==> src/rtl/wm_front_panel.sv <==
// wm_front_panel: input conditioning in front of the washing-machine controller.
// Synchronises and debounces lid, cancel, coin and six program buttons, latches
// the one-hot program selection and keeps the coin credit with charge/refund.
// Build option: define WM_FRONT_PANEL_DEBOUNCE_EN to include the debouncers;
// without it the debounced level is the synchroniser output (2-clock latency).
module wm_front_panel #(
    parameter int unsigned DEBOUNCE_CYCLES = 4,
    parameter int unsigned PRICE           = 3,
    parameter int unsigned CREDIT_W        = 4,
    parameter logic [2:0]  IDLE_STATE      = 3'd0
) (
    input  logic                clock,
    input  logic                reset_n,
    input  logic                raw_Lid,
    input  logic                raw_Cancel,
    input  logic                raw_Coin,
    input  logic [5:0]          raw_Program,
    input  logic [2:0]          state,
    output logic                sig_Lid_Closed,
    output logic                sig_Cancel,
    output logic                sig_Coin,
    output logic                input1,
    output logic                input2,
    output logic                input3,
    output logic                input4,
    output logic                input5,
    output logic                input6,
    output logic [CREDIT_W-1:0] credit,
    output logic                coin_Refund,
    output logic [CREDIT_W-1:0] refund_Amount
);
    // Bit map of the conditioned vector: 0 lid, 1 cancel, 2 coin, 8:3 program.
    localparam int NB = 9;
    localparam logic [CREDIT_W-1:0] CREDIT_MAX = '1;
    localparam logic [CREDIT_W-1:0] PRICE_C    = CREDIT_W'(PRICE);

    logic [NB-1:0]       raw_vec;
    logic [NB-1:0]       sync_a;
    logic [NB-1:0]       sync_b;
    logic [NB-1:0]       level;
    logic [NB-1:0]       level_d;
    logic [NB-1:0]       rise;
    logic                cancel_edge;
    logic                coin_edge;
    logic [5:0]          prog_edge;
    logic [5:0]          prog;
    logic [5:0]          prog_nxt;
    logic [2:0]          prev_state;
    logic                idle;
    logic                start;
    logic [CREDIT_W-1:0] credit_nxt;
    logic                refund_nxt;
    logic [CREDIT_W-1:0] amount_nxt;

    assign raw_vec = {raw_Program, raw_Coin, raw_Cancel, raw_Lid};

    // Two-flop synchroniser for every asynchronous raw input.
    always_ff @(posedge clock or negedge reset_n) begin
        if (!reset_n) begin
            sync_a <= '0;
            sync_b <= '0;
        end else begin
            sync_a <= raw_vec;
            sync_b <= sync_a;
        end
    end

`ifdef WM_FRONT_PANEL_DEBOUNCE_EN
    localparam int CNT_W = $clog2(DEBOUNCE_CYCLES + 1);
    logic [CNT_W-1:0] db_cnt [NB];

    // Per-bit debouncer: flip the level after DEBOUNCE_CYCLES disagreeing samples in a row.
    always_ff @(posedge clock or negedge reset_n) begin
        if (!reset_n) begin
            level <= '0;
            for (int i = 0; i < NB; i++) db_cnt[i] <= '0;
        end else begin
            for (int i = 0; i < NB; i++) begin
                if (sync_b[i] != level[i]) begin
                    if (db_cnt[i] == CNT_W'(DEBOUNCE_CYCLES - 1)) begin
                        level[i]  <= sync_b[i];
                        db_cnt[i] <= '0;
                    end else begin
                        db_cnt[i] <= db_cnt[i] + 1'b1;
                    end
                end else begin
                    db_cnt[i] <= '0;
                end
            end
        end
    end
`else
    assign level = sync_b;
`endif

    assign rise           = level & ~level_d;
    assign cancel_edge    = rise[1];
    assign coin_edge      = rise[2];
    assign prog_edge      = rise[8:3];
    assign idle           = (state == IDLE_STATE);
    assign start          = (prev_state == IDLE_STATE) && (state != IDLE_STATE);
    assign sig_Lid_Closed = level[0];
    assign sig_Coin       = (credit >= PRICE_C);
    assign {input6, input5, input4, input3, input2, input1} = prog;

    // Program latch: only in idle, lowest-index rising edge wins.
    always_comb begin
        prog_nxt = prog;
        if (idle && (prog_edge != 6'd0)) begin
            prog_nxt = prog_edge & (~prog_edge + 6'd1);
        end
    end

    // Credit update in priority order: start charge, cancel refund, coin accept.
    always_comb begin
        credit_nxt = credit;
        refund_nxt = 1'b0;
        amount_nxt = refund_Amount;
        if (start) begin
            credit_nxt = (credit >= PRICE_C) ? credit - PRICE_C : '0;
        end
        if (cancel_edge && idle && ((credit != '0) || coin_edge)) begin
            // A coin landing with the refund goes back with it (unless the counter is full).
            refund_nxt = 1'b1;
            credit_nxt = '0;
            amount_nxt = (coin_edge && (credit != CREDIT_MAX)) ? credit + 1'b1 : credit;
        end else if (coin_edge) begin
            if (credit_nxt == CREDIT_MAX) begin
                refund_nxt = 1'b1;
                amount_nxt = CREDIT_W'(1);
            end else begin
                credit_nxt = credit_nxt + 1'b1;
            end
        end
    end

    // Edge history, previous controller state, and all registered outputs.
    always_ff @(posedge clock or negedge reset_n) begin
        if (!reset_n) begin
            level_d       <= '0;
            prev_state    <= '0;
            sig_Cancel    <= 1'b0;
            prog          <= 6'b000001;
            credit        <= '0;
            coin_Refund   <= 1'b0;
            refund_Amount <= '0;
        end else begin
            level_d       <= level;
            prev_state    <= state;
            sig_Cancel    <= cancel_edge;
            prog          <= prog_nxt;
            credit        <= credit_nxt;
            coin_Refund   <= refund_nxt;
            refund_Amount <= amount_nxt;
        end
    end

endmodule

==> config.mk <==
export PLATFORM = sky130hd
export DESIGN_NAME = wm_front_panel
export DESIGN_NICKNAME = d
export VERILOG_FILES = /design/src/rtl/wm_front_panel.sv
export SDC_FILE = /design/constraint.sdc
export NUM_CORES = 1
export LEC_CHECK = 0
export ABC_AREA = 1
export ABC_CLOCK_PERIOD_IN_PS = 1800
export CORE_MARGIN = 5
export CORE_UTILIZATION = 50
export DETAILED_ROUTE_END_ITERATION = 10
export DONT_BUFFER_PORTS = 1
export GPL_ROUTABILITY_DRIVEN = 0
export PLACE_DENSITY = 0.76
export RECOVER_POWER = 50
export SYNTH_ARGS = -nofsm -noshare
export SYNTH_HDL_FRONTEND = slang
export SYNTH_SLANG_ARGS = --single-unit
==> constraint.sdc <==
create_clock -name clock -period 1.8 [get_ports clock]
set_input_delay 0.45 -clock clock [delete_from_list [all_inputs] [get_ports clock]]
set_output_delay 0.45 -clock clock [all_outputs]
set_load 0.005 [all_outputs]
After elaboration in Yosys (flattened, before gate mapping)
Cells that the tools add are included.
{ "classes": {"eq_ne": 2, "reduce_logical": 14, "mux": 12, "bitwise_logic": 4, "magnitude_cmp": 1, "n_addsub": 4} }
{ "op_table": {"columns": ["operator", "n"], "rows": [
  ["4-bit 2-to-1 mux", 9],
  ["9-bit bitwise AND", 1],
  ["9-bit NOT", 1],
  ["4-bit by 1-bit adder with 4-bit output (second input constant)", 2],
  ["6-bit by 1-bit adder with 6-bit output (second input constant)", 1],
  ["6-bit bitwise AND", 1],
  ["3-bit zero test", 2],
  ["6-bit NOT", 1],
  ["6-bit nonzero test", 1],
  ["1-bit logical AND", 5],
  ["4-bit == test (second input constant)", 1],
  ["4-bit by 2-bit greater-or-equal comparator with 1-bit output (second input constant)", 1],
  ["4-bit inequality test (second input constant)", 1],
  ["2-bit nonzero test", 2],
  ["4-bit nonzero test", 1],
  ["4-bit by 2-bit subtractor with 4-bit output (second input constant)", 1],
  ["1-bit 2-to-1 mux", 3],
  ["3-bit nonzero test", 1],
  ["2-bit AND reduction", 1],
  ["1-bit logical OR", 1]
]} }
{ "totals": {"register_bits": 46, "output_inout_bits": 18, "wordCells": 46, "in_bits": 14} }

Longest topological paths before layout
{ "depth": {"ltp_word": 7, "ltp_mapped": 14} }

Worst setup path before layout
OpenSTA, ideal clock, no wires.
{ "synth_timing": {"path_kind": "register -> register", "from": "register credit[0]", "to": "register refund_Amount[1]", "stages_incl_launch_ff": 12, "required_time_ns": 1.672, "n_path_buf": 0, "setup_slack_ns": 0.029, "setup_time_ns": 0.128, "t_arrival_ns": 1.644, "cell_sequence": "dfrtp_1 > ha_1 > inv_1 > a21oi_1 > nand2_1 > nand2_1 > ha_1 > inv_1 > nor2_1 > nand2_2 > nand3_1 > o21ai_0"} }
{ "synth_via": {"elab_chain_cells": 6, "elab_cells_between_ends": 16} }
{ "synth_lines": {"columns": ["item", "line_no", "rtl"], "rows": [
  ["start: declaration", "28", "output logic [CREDIT_W-1:0] credit,"],
  ["start signal: assignment", "152", "credit <= credit_nxt;"],
  ["4-bit by 2-bit subtractor with 4-bit output / 4-bit by 2-bit greater-or-equal comparator with 1-bit output (equally long branches)", "120", "credit_nxt = (credit >= PRICE_C) ? credit - PRICE_C : '0;"],
  ["4-bit 2-to-1 mux", "120", null],
  ["4-bit 2-to-1 mux", "119", "if (start) begin"],
  ["4-bit == test", "128", "if (credit_nxt == CREDIT_MAX) begin"],
  ["2-bit nonzero test (no source line)", null, null],
  ["2-bit AND reduction (no source line)", null, null],
  ["end signal: assignment", "154", "refund_Amount <= amount_nxt;"],
  ["end: declaration", "30", "output logic [CREDIT_W-1:0] refund_Amount"]
]} }
Parallel ways exist; a longest one is shown, timed or not.
A chain may end at the register's enable or synchronous reset.

Worst setup path in the final report
{ "layout_timing": {"from": "register credit[1]", "to": "output port sig_Coin"} }
{ "layout_via": {"elab_chain_cells": 1} }
{ "layout_lines": {"columns": ["item", "line_no", "rtl"], "rows": [
  ["4-bit by 2-bit greater-or-equal comparator with 1-bit output", "103", "assign sig_Coin = (credit >= PRICE_C);"],
  ["end: declaration", "21", "output logic sig_Coin,"]
]} }
Every way passes these cells.

==> impl_summary.txt <==
----------------------------------------------------
[Timing]
  Final hold slack ... 94.7 ps
  Time the worst path needs with I/O delays and setup ... 1750 ps
  Final WS setup ... 50.6 ps
  Setup-failing EPs final ... 0
  Worst rel slew slack ... 0.314
  Portion of the clock cycle consumed by the worst path in the final layout ... 0.972
  Slew @ Worst Pin ... 1030 ps
  Count of final hold-check violations ... 0
  Number of max-slew violations in the final report ... 0
  Upper clock frequency limit ... 0.572 GHz
  Maximum clock skew at final layout ... 15.4 ps

[Placement]
  Post-detailed-placement half-perimeter wirelength ... 2.37 mm
  Number of buffers inserted by port buffering ... 0
  Setup Slack @ Placement ... -84.4 ps
  Placed Area ... 1950 um2

[Synthesis]
  Number of enable flip-flop cells after synthesis ... 0
  Number of nets in the synthesized netlist ... 208
  Avg Cell Area, Syn ... 9.37 um2
  Total number of yosys warnings ... 0
  Library cell occupying the most area in the post-synthesis netlist ... sky130_fd_sc_hd__dfrtp_1
  Number of synthesized register bits ... 45
  Gate count of the mapped netlist ... 191
  Synth Cell Area ... 1790 um2
  Top FF cell, synth ... sky130_fd_sc_hd__dfrtp_1
  Area share of the leading cell type in the synthesized netlist ... 0.615
  Sequential cell area fraction in the yosys report ... 0.630
  Fraction of registers with async set/reset ... 1.00
  Distinct cell type count after synthesis ... 19
  Area contributors post-synth ... sky130_fd_sc_hd__dfrtp_1 61%, sky130_fd_sc_hd__nand2_1 11%, sky130_fd_sc_hd__inv_1 4.6%, sky130_fd_sc_hd__nor2_1 4.2%, sky130_fd_sc_hd__nand3_1 3.9%

[Critical path]
  Biggest fanout along the worst timing path ... 4
  Crit path launch ... credit[1]$_DFF_PN0_
  Arr. time, crit path ... 1300 ps
  Critical path startpoint category ... flip-flop
  Type of the worst setup path ... flip-flop to primary output
  CP Data Required Time ... 1350 ps
  Reg2reg start ... credit[1]$_DFF_PN0_
  Endpoint class of the critical path ... primary output

[Cells and area]
  Most frequent cells in the layout ... 49 x sky130_fd_sc_hd__nand2_1, 44 x sky130_fd_sc_hd__dfrtp_1, 19 x sky130_fd_sc_hd__nor2_1
  Fraction of the core area covered by cells at the end of the flow ... 0.626
  Layout net count ... 232
  Number of antenna cells inserted ... 0
  Area growth from synthesis to layout ... 18.4%
  Fraction of layout cells with a size suffix above 1 ... 0.222
  Most common cell after layout, fill and taps aside ... sky130_fd_sc_hd__nand2_1
  Final design instance area without fill ... 2120 um2

[Pwr]
  Leakage component of the power ... 1.08 nW
  Switching Power ... 1.06 mW
  Cell-internal power ... 1.91 mW
  Proportion of total power due to net switching ... 0.356
  Peak supply drop ... 726 uV
  Comb power frac ... 0.360
  Share of total power in the clock network ... 0.213
  Proportion of power drawn by flip-flops and latches ... 0.427
  Power density cells ... 1400 nW/um2

[Floorplanning]
  Number of top-level pins ... 32
  Overall die width ... 69.8 um
  Rows ... 21
  Starting utilization of the core area ... 0.528
  Floorplan die area ... 4880 um2
  Vert. Die Dim ... 69.8 um
  Core region area ... 3390 um2

[Min path]
  Startpoint of the worst hold path ... state[2]
  Min-Delay Path Class ... input port to flip-flop

[Global route]
  Initial antenna violation count ... 0
  Global-route wire length before repair ... 5.46 mm
  Vias in the first global route ... 1191
  Overall global routing resource usage ... 0.143
  Total gr overflow ... 0
  Pin count of the biggest net entering global routing ... 46

[Routing]
  Via count ... 1302
  DRC ... 0
  Routed wire length ... 3.28 mm
  Number of nets still failing antenna checks after routing ... 0
  Vias per cell ... 4.97
  WL/cell ... 12.5 um
  Detailed-router iteration count before antenna repair ... 4
  Drt first-iter violations ... 96

[Clock network]
  Number of levels the H-tree was split into ... 2
  Number of clock sinks ... 45
  Clock latency at the later pin of the worst-skew pair ... 360 ps
  Number of clock buffers inserted by TritonCTS ... 5
  CTS tree ... yes
  Clock Tree Root ... sky130_fd_sc_hd__clkbuf_4
  Clock transition at the register clock pins on the worst setup and hold paths after CTS ... 140 ps
  Number of buffers between clock root and the deepest sink ... 2

[Outcome]
  Status ... finished clean

[Run]
  Max-capacitance violation count ... 0

----------------------------------------------------
-- power groups by stage --
stage                     registers (mW)  logic, mW  clock network [mW]
after floorplan                     1.29      0.554                   0
after global placement              1.28      0.877                   0
after detailed placement            1.29      0.880                   0
after CTS                           1.26      0.942               0.654
after global routing                1.29       1.21               0.701
final                               1.27       1.07               0.633
-- sequential cells by signal, indices dropped and copies added, names as in the netlist, 3 cells and up --
signal / count
credit: 4
level: 9
level_d: 8
prev_state: 3
prog: 6
refund_Amount: 4
sync_a: 9
-- per-layer routing --
| layer | track usage | part of all wire | wire [um] |
|---|---|---|---|
| met1 | 0.168 | 0.41 | 1340 |
| met2 | 0.224 | 0.48 | 1570 |
| met3 | 0.0623 | 0.086 | 283 |
| met4 | 0.0660 | 0.026 | 84 |
| met5 | 0 | 0 | 0 |
-- final cells by class --
cell class	count	area (um2)
Clock buffer	5	37.5
Tap cell	46	57.6
Fill cell	266	1270
Timing Repair Buffer	17	128
Inverter	25	93.8
Clock inverter	3	47.5
Sequential cell	45	1130
Multi-Input combinational cell	121	629
-- cells in the mapped netlist, types with 2 or more instances --
cell type	count
sky130_fd_sc_hd__ha_1	3
sky130_fd_sc_hd__nand2_2	5
sky130_fd_sc_hd__inv_1	22
sky130_fd_sc_hd__a31oi_1	2
sky130_fd_sc_hd__nor2_1	20
sky130_fd_sc_hd__inv_2	3
sky130_fd_sc_hd__nand3_1	14
sky130_fd_sc_hd__o21ai_0	11
sky130_fd_sc_hd__nor2_2	3
sky130_fd_sc_hd__nand2_1	51
sky130_fd_sc_hd__dfrtp_1	44
sky130_fd_sc_hd__a21oi_1	6
-- path summary, 6_finish.rpt --
| path | to | slack (ps) | cells past startpoint |
|---|---|---|---|
| max | sig_Coin | 50 | 4 |
| min | prev_state[2]$_DFF_PN0_ | 90 | 0 |
| max reg2reg | credit[3]$_DFF_PN0_ | 90 | 13 |
| min reg2reg | level[4]$_DFF_PN0_ | 360 | 0 |
| max in group asynchronous | refund_Amount[3]$_DFFE_PN0P_ | 350 | 2 |
| min in group asynchronous | sync_a[1]$_DFF_PN0_ | 810 | 2 |
-- logic make-up (layout without fill, tap and decap cells) --
group,Yosys count,count (layout),share of synthesized area
flops,45,45,0.630
buf+inv,25,50,0.0524
compound gates,21,21,0.0615
simple gates,97,97,0.236
fa+ha+maj,3,3,0.0210
-- metrics by stage --
stage / setup TNS [ps] / total power [mW] / std cells
detailed placement: -435 / 2.17 / 250
CTS: 0 / 2.86 / 261
finish: 0 / 2.97 / 262
floorplan: 0 / 1.84 / 191
global placement: -152 / 2.16 / 250
global route: -193 / 3.20 / 262
-- worst max-delay path, cell delays in order, from the launching register on --
cell and delay [ps]:
sky130_fd_sc_hd__dfrtp_1 460, sky130_fd_sc_hd__ha_4 190, sky130_fd_sc_hd__inv_2 90, sky130_fd_sc_hd__nand2_4 60, sky130_fd_sc_hd__buf_4 160
-- repair_timing --
| item | in CTS | in global routing |
|---|---|---|
| setup endpoints to repair | 9 | 10 |
| buffers inserted | 1 | 1 |
| endpoints found under the hold margin | 45 | 0 |
| hold buffers | 2 | 0 |
| pin swaps | 0 | 2 |
| gates resized for setup | 2 | 13 |
| cloned | 0 | 0 |
Note: power is estimated with default switching activity, not from simulation.
==> RTL change 1 (config.mk and constraints unchanged) <==
Change the parameter `CREDIT_W` from 4 to 5.
--- a/src/rtl/wm_front_panel.sv
+++ b/src/rtl/wm_front_panel.sv
@@ -6,7 +6,7 @@
 module wm_front_panel #(
     parameter int unsigned DEBOUNCE_CYCLES = 4,
     parameter int unsigned PRICE           = 3,
-    parameter int unsigned CREDIT_W        = 4,
+    parameter int unsigned CREDIT_W        = 5,
     parameter logic [2:0]  IDLE_STATE      = 3'd0
 ) (
     input  logic                clock,
Interface: changed (resized credit and refund_Amount); port bits go from 32 to 34. The function was not compared with the original's and may differ.
==> RTL change 1 against the unedited design <==
The flow now finishes with violations (setup timing); register-to-register slack worse by 190 ps; synthesized cell count up 11%; setup slack worse by 150 ps; area after synthesis up 17%; wire length up 34%; design area up 23%; power up 18%; combinational power up 36%; sequential cell count up 2; largest power group is now combinational cells; highest routed layer unchanged.
==> RTL change 1: results <==
metrics = {
    "power": {
        "switchingPower_mw": 1.35,
        "p_seq_mw": 1.40,
        "powerClk_mw": 0.653,
        "ir_drop_uv": 715,
        "p_leak_nw": 1.31,
    },
    "logic_synthesis": {
        "synthTopCellsByArea": "dfrtp_1 (55%), nand2_1 (5.6%), inv_1 (4.5%)",
        "syn_inst": 212,
        "synth_cell_types": 24,
        "ys_ff_latch": 47,
        "synth_xor_area_frac": 0.00837,
    },
    "cts": {
        "post-cts-setup-buffer-count": 3,
        "clk_pin_slew_worst_paths_ps": 90,
        "clk_latency_ps": 310,
        "post_cts_resized": 12,
    },
    "cells_and_area": {
        "n_all_buffers": 32,
        "regArea_um2": 1180,
        "final.fill_count": 312,
        "area_growth_pct": 24.3,
        "fin_util": 0.646,
        "multiInputGateArea_um2": 892,
        "fin_nets": 267,
        "inverters": 31,
        "buffer_area_frac": 0.0986,
        "num-multi-input-gates": 132,
    },
    "placement": {
        "hpwl_um": 3180,
        "preCtsSetupSlack_ps": -145,
    },
    "sta": {
        "finalSetupViolCount": 10,
        "finClkSkew_ps": 5.09,
        "finalSetupTns_ps": -601,
        "setup_ws_ps": -102,
    },
    "setup_path": {
        "cp_max_fo": 7,
        "ff2ff_path_depth": 15,
        "arrival_ps": 2110,
    },
    "run_status": {
        "violations": "setup timing",
        "status": "finished with violations",
    },
    "global_routing": {
        "grt_pass1_vias": 1632,
        "grt_util_met3": 0.0574,
    },
    "drt": {
        "drtIter0Drc": 114,
        "wl_met1_um": 1630,
    },
}
RTL change 1: cell count changes after synthesis, sizes merged:
cell	delta
nor2	+10
inv	+6
o21ai	-2
a21oi	+3
nand2	-12
dfrtp	+2
ha	+1
a31oi	-2
nand4	+2
buf	+2
nand3	+9
xor2	+2
RTL change 1: worst max-delay path: stages (launching register included):
cell and delay (ps):
dfrtp_2 450, ha_4 190, inv_4 60, nand2_4 50
nor2_4 90, nand3_2 110, nor2_4 120, nor2_4 60
ha_4 160, inv_2 60, nor2_4 40, inv_2 60
nor2_4 40, nand2_4 120, nand2_4 70, buf_4 130
RTL change 1: worst paths after layout:
check | start | endpoint | slack, ps
worst max-delay path | credit[0] | coin_Refund | -100
worst min-delay path | state[2] | prev_state[2] | 160
worst max register to register | credit[0] | coin_Refund | -100
worst min register to register | sync_a[0] | level[0] | 350
max in group asynchronous | reset_n | credit[1] | 180
min in group asynchronous | reset_n | coin_Refund | 880
==> RTL change 2 (config.mk and constraints unchanged) <==
Made on the original files. Register the output `credit` once more, without a reset; this adds one clock of latency there. The other outputs are not delayed to match.
--- a/src/rtl/wm_front_panel.sv
+++ b/src/rtl/wm_front_panel.sv
@@ -33,6 +33,8 @@
     localparam int NB = 9;
     localparam logic [CREDIT_W-1:0] CREDIT_MAX = '1;
     localparam logic [CREDIT_W-1:0] PRICE_C    = CREDIT_W'(PRICE);
+
+    logic [CREDIT_W-1:0] credit_s0;
 
     logic [NB-1:0]       raw_vec;
     logic [NB-1:0]       sync_a;
@@ -100,7 +102,7 @@
     assign idle           = (state == IDLE_STATE);
     assign start          = (prev_state == IDLE_STATE) && (state != IDLE_STATE);
     assign sig_Lid_Closed = level[0];
-    assign sig_Coin       = (credit >= PRICE_C);
+    assign sig_Coin       = (credit_s0 >= PRICE_C);
     assign {input6, input5, input4, input3, input2, input1} = prog;
 
     // Program latch: only in idle, lowest-index rising edge wins.
@@ -113,17 +115,17 @@
 
     // Credit update in priority order: start charge, cancel refund, coin accept.
     always_comb begin
-        credit_nxt = credit;
+        credit_nxt = credit_s0;
         refund_nxt = 1'b0;
         amount_nxt = refund_Amount;
         if (start) begin
-            credit_nxt = (credit >= PRICE_C) ? credit - PRICE_C : '0;
+            credit_nxt = (credit_s0 >= PRICE_C) ? credit_s0 - PRICE_C : '0;
         end
-        if (cancel_edge && idle && ((credit != '0) || coin_edge)) begin
+        if (cancel_edge && idle && ((credit_s0 != '0) || coin_edge)) begin
             // A coin landing with the refund goes back with it (unless the counter is full).
             refund_nxt = 1'b1;
             credit_nxt = '0;
-            amount_nxt = (coin_edge && (credit != CREDIT_MAX)) ? credit + 1'b1 : credit;
+            amount_nxt = (coin_edge && (credit_s0 != CREDIT_MAX)) ? credit_s0 + 1'b1 : credit_s0;
         end else if (coin_edge) begin
             if (credit_nxt == CREDIT_MAX) begin
                 refund_nxt = 1'b1;
@@ -141,7 +143,7 @@
             prev_state    <= '0;
             sig_Cancel    <= 1'b0;
             prog          <= 6'b000001;
-            credit        <= '0;
+            credit_s0     <= '0;
             coin_Refund   <= 1'b0;
             refund_Amount <= '0;
         end else begin
@@ -149,11 +151,15 @@
             prev_state    <= state;
             sig_Cancel    <= cancel_edge;
             prog          <= prog_nxt;
-            credit        <= credit_nxt;
+            credit_s0     <= credit_nxt;
             coin_Refund   <= refund_nxt;
             refund_Amount <= amount_nxt;
         end
     end
 
+    always_ff @(posedge clock) begin
+        credit <= credit_s0;
+    end
+
 endmodule
 
Function: changed (a bounded check fails within 4 cycles, from zero or initial values and one cycle with reset_n low).
==> RTL change 2 against the unedited design <==
Setup slack worse by 18 ps; count of clock-buffer cells in the layout is 1 higher; power is 6.1% higher; sequential cell count is 4 higher; wire length is 13% higher; first-iteration DRC count is 16% higher; area after synthesis is 4.5% higher; design area is 5.5% higher; largest cell class unchanged; largest power group unchanged.
==> RTL change 2: results <==
metrics = {
    "logic_synthesis": {
        "synth_cell_types": 20,
        "synthTopCellsByArea": "dfrtp_1 (59%), nand2_1 (10%), inv_1 (4.6%)",
        "synth_common_cells": "nand2_1 (51), dfrtp_1 (44), inv_1 (23)",
        "seq_area_frac_synth": 0.645,
        "async_flop_share": 0.918,
        "syn_area_um2": 1870,
        "syn_nets": 212,
        "syn_inst": 195,
    },
    "setup_path": {
        "critical-path-top-delay-family": "adder cells",
        "slowest_stage": "dfrtp_1",
        "r2r_slack_ps": 30,
        "criticalPathCategory": "flop to flop",
        "arrival_ps": 1940,
        "slowest_delay_ps": 420,
        "cp_max_fo": 5,
        "rr_endpoint": "refund_Amount[1]",
        "crit_path_start": "credit_s0[1]",
        "ff2ff_path_depth": 12,
    },
    "drt": {
        "wl_met1_um": 1620,
        "met2_length_um": 1710,
        "wl_per_cell_um": 13.7,
        "vias": 1329,
        "drtIter0Drc": 111,
        "wl_met3_um": 315,
        "drt_first_pass_iters": 4,
    },
    "cells_and_area": {
        "fin_nets": 239,
        "drive_gt1_frac": 0.224,
        "final_cells": 271,
        "reg.largest.list": "level x9, sync_a x9, level_d x8",
        "regArea_um2": 1210,
        "final.fill_count": 300,
    },
    "cts": {
        "clk_latency_ps": 300,
        "cts_buffer_depth": 2,
        "cts-root-buf": "clkbuf_8",
        "clk_pin_slew_worst_paths_ps": 100,
    },
    "min_path": {
        "worstHoldStart": "state[1]",
        "min_to": "prev_state[1]",
        "holdPathStages": 0,
    },
    "sta": {
        "min_period_ps": 1770,
        "worstMarginPinSlew_ps": 1040,
        "finClkSkew_ps": 13.6,
        "whs_ps": 164,
    },
    "run_status": {
        "status": "finished clean",
    },
    "global_routing": {
        "grt_pass1_vias": 1256,
        "grt_util_met3": 0.0582,
        "use_met1": 0.204,
        "grt_use_met2": 0.216,
        "grt_pass1_wl_um": 5900,
        "grt_util_all_layers": 0.151,
    },
    "placement": {
        "dp.cells": 255,
        "dpl-instance-area_um2": 2020,
        "preCtsSetupSlack_ps": -30.1,
        "hpwl_um": 2540,
    },
    "power": {
        "ir_drop_uv": 726,
        "p_leak_nw": 1.13,
    },
}
==> RTL change 2: cell families after synthesis <==
kind of cell / Yosys count / share of synthesized area
and+or+nand+nor: 97 / 0.225
AOI/OAI and AO/OA: 21 / 0.0589
buffers and inverters: 25 / 0.0502
adders and majority gates: 3 / 0.0201
DFF: 49 / 0.645
==> RTL change 2: power by group <==
group          total [mW]  switching [mW]  leakage, nW  internal (mW)
registers            1.42           0.134        0.571           1.29
clock network       0.679           0.362       0.0478          0.316
logic                1.05           0.616        0.509          0.437
==> RTL change 2: layout make-up <==
type | count | area share
clock buffers | 6 | 0.0369
well taps | 48 | 0.0268
repair buffers | 20 | 0.0654
inverters | 25 | 0.0419
multi-input cells | 121 | 0.282
flip-flops and latches | 49 | 0.540
clock inverters | 2 | 0.00727
==> RTL change 2: repair_timing <==
item | 4_1_cts | 5_1_grt
resized for setup | 1 | 16
buffers inserted | 0 | 6
endpoints found under the setup margin | 4 | 9
hold buffers | 2 | 0
hold endpoints to repair | 45 | 0
pin swaps | 0 | 7
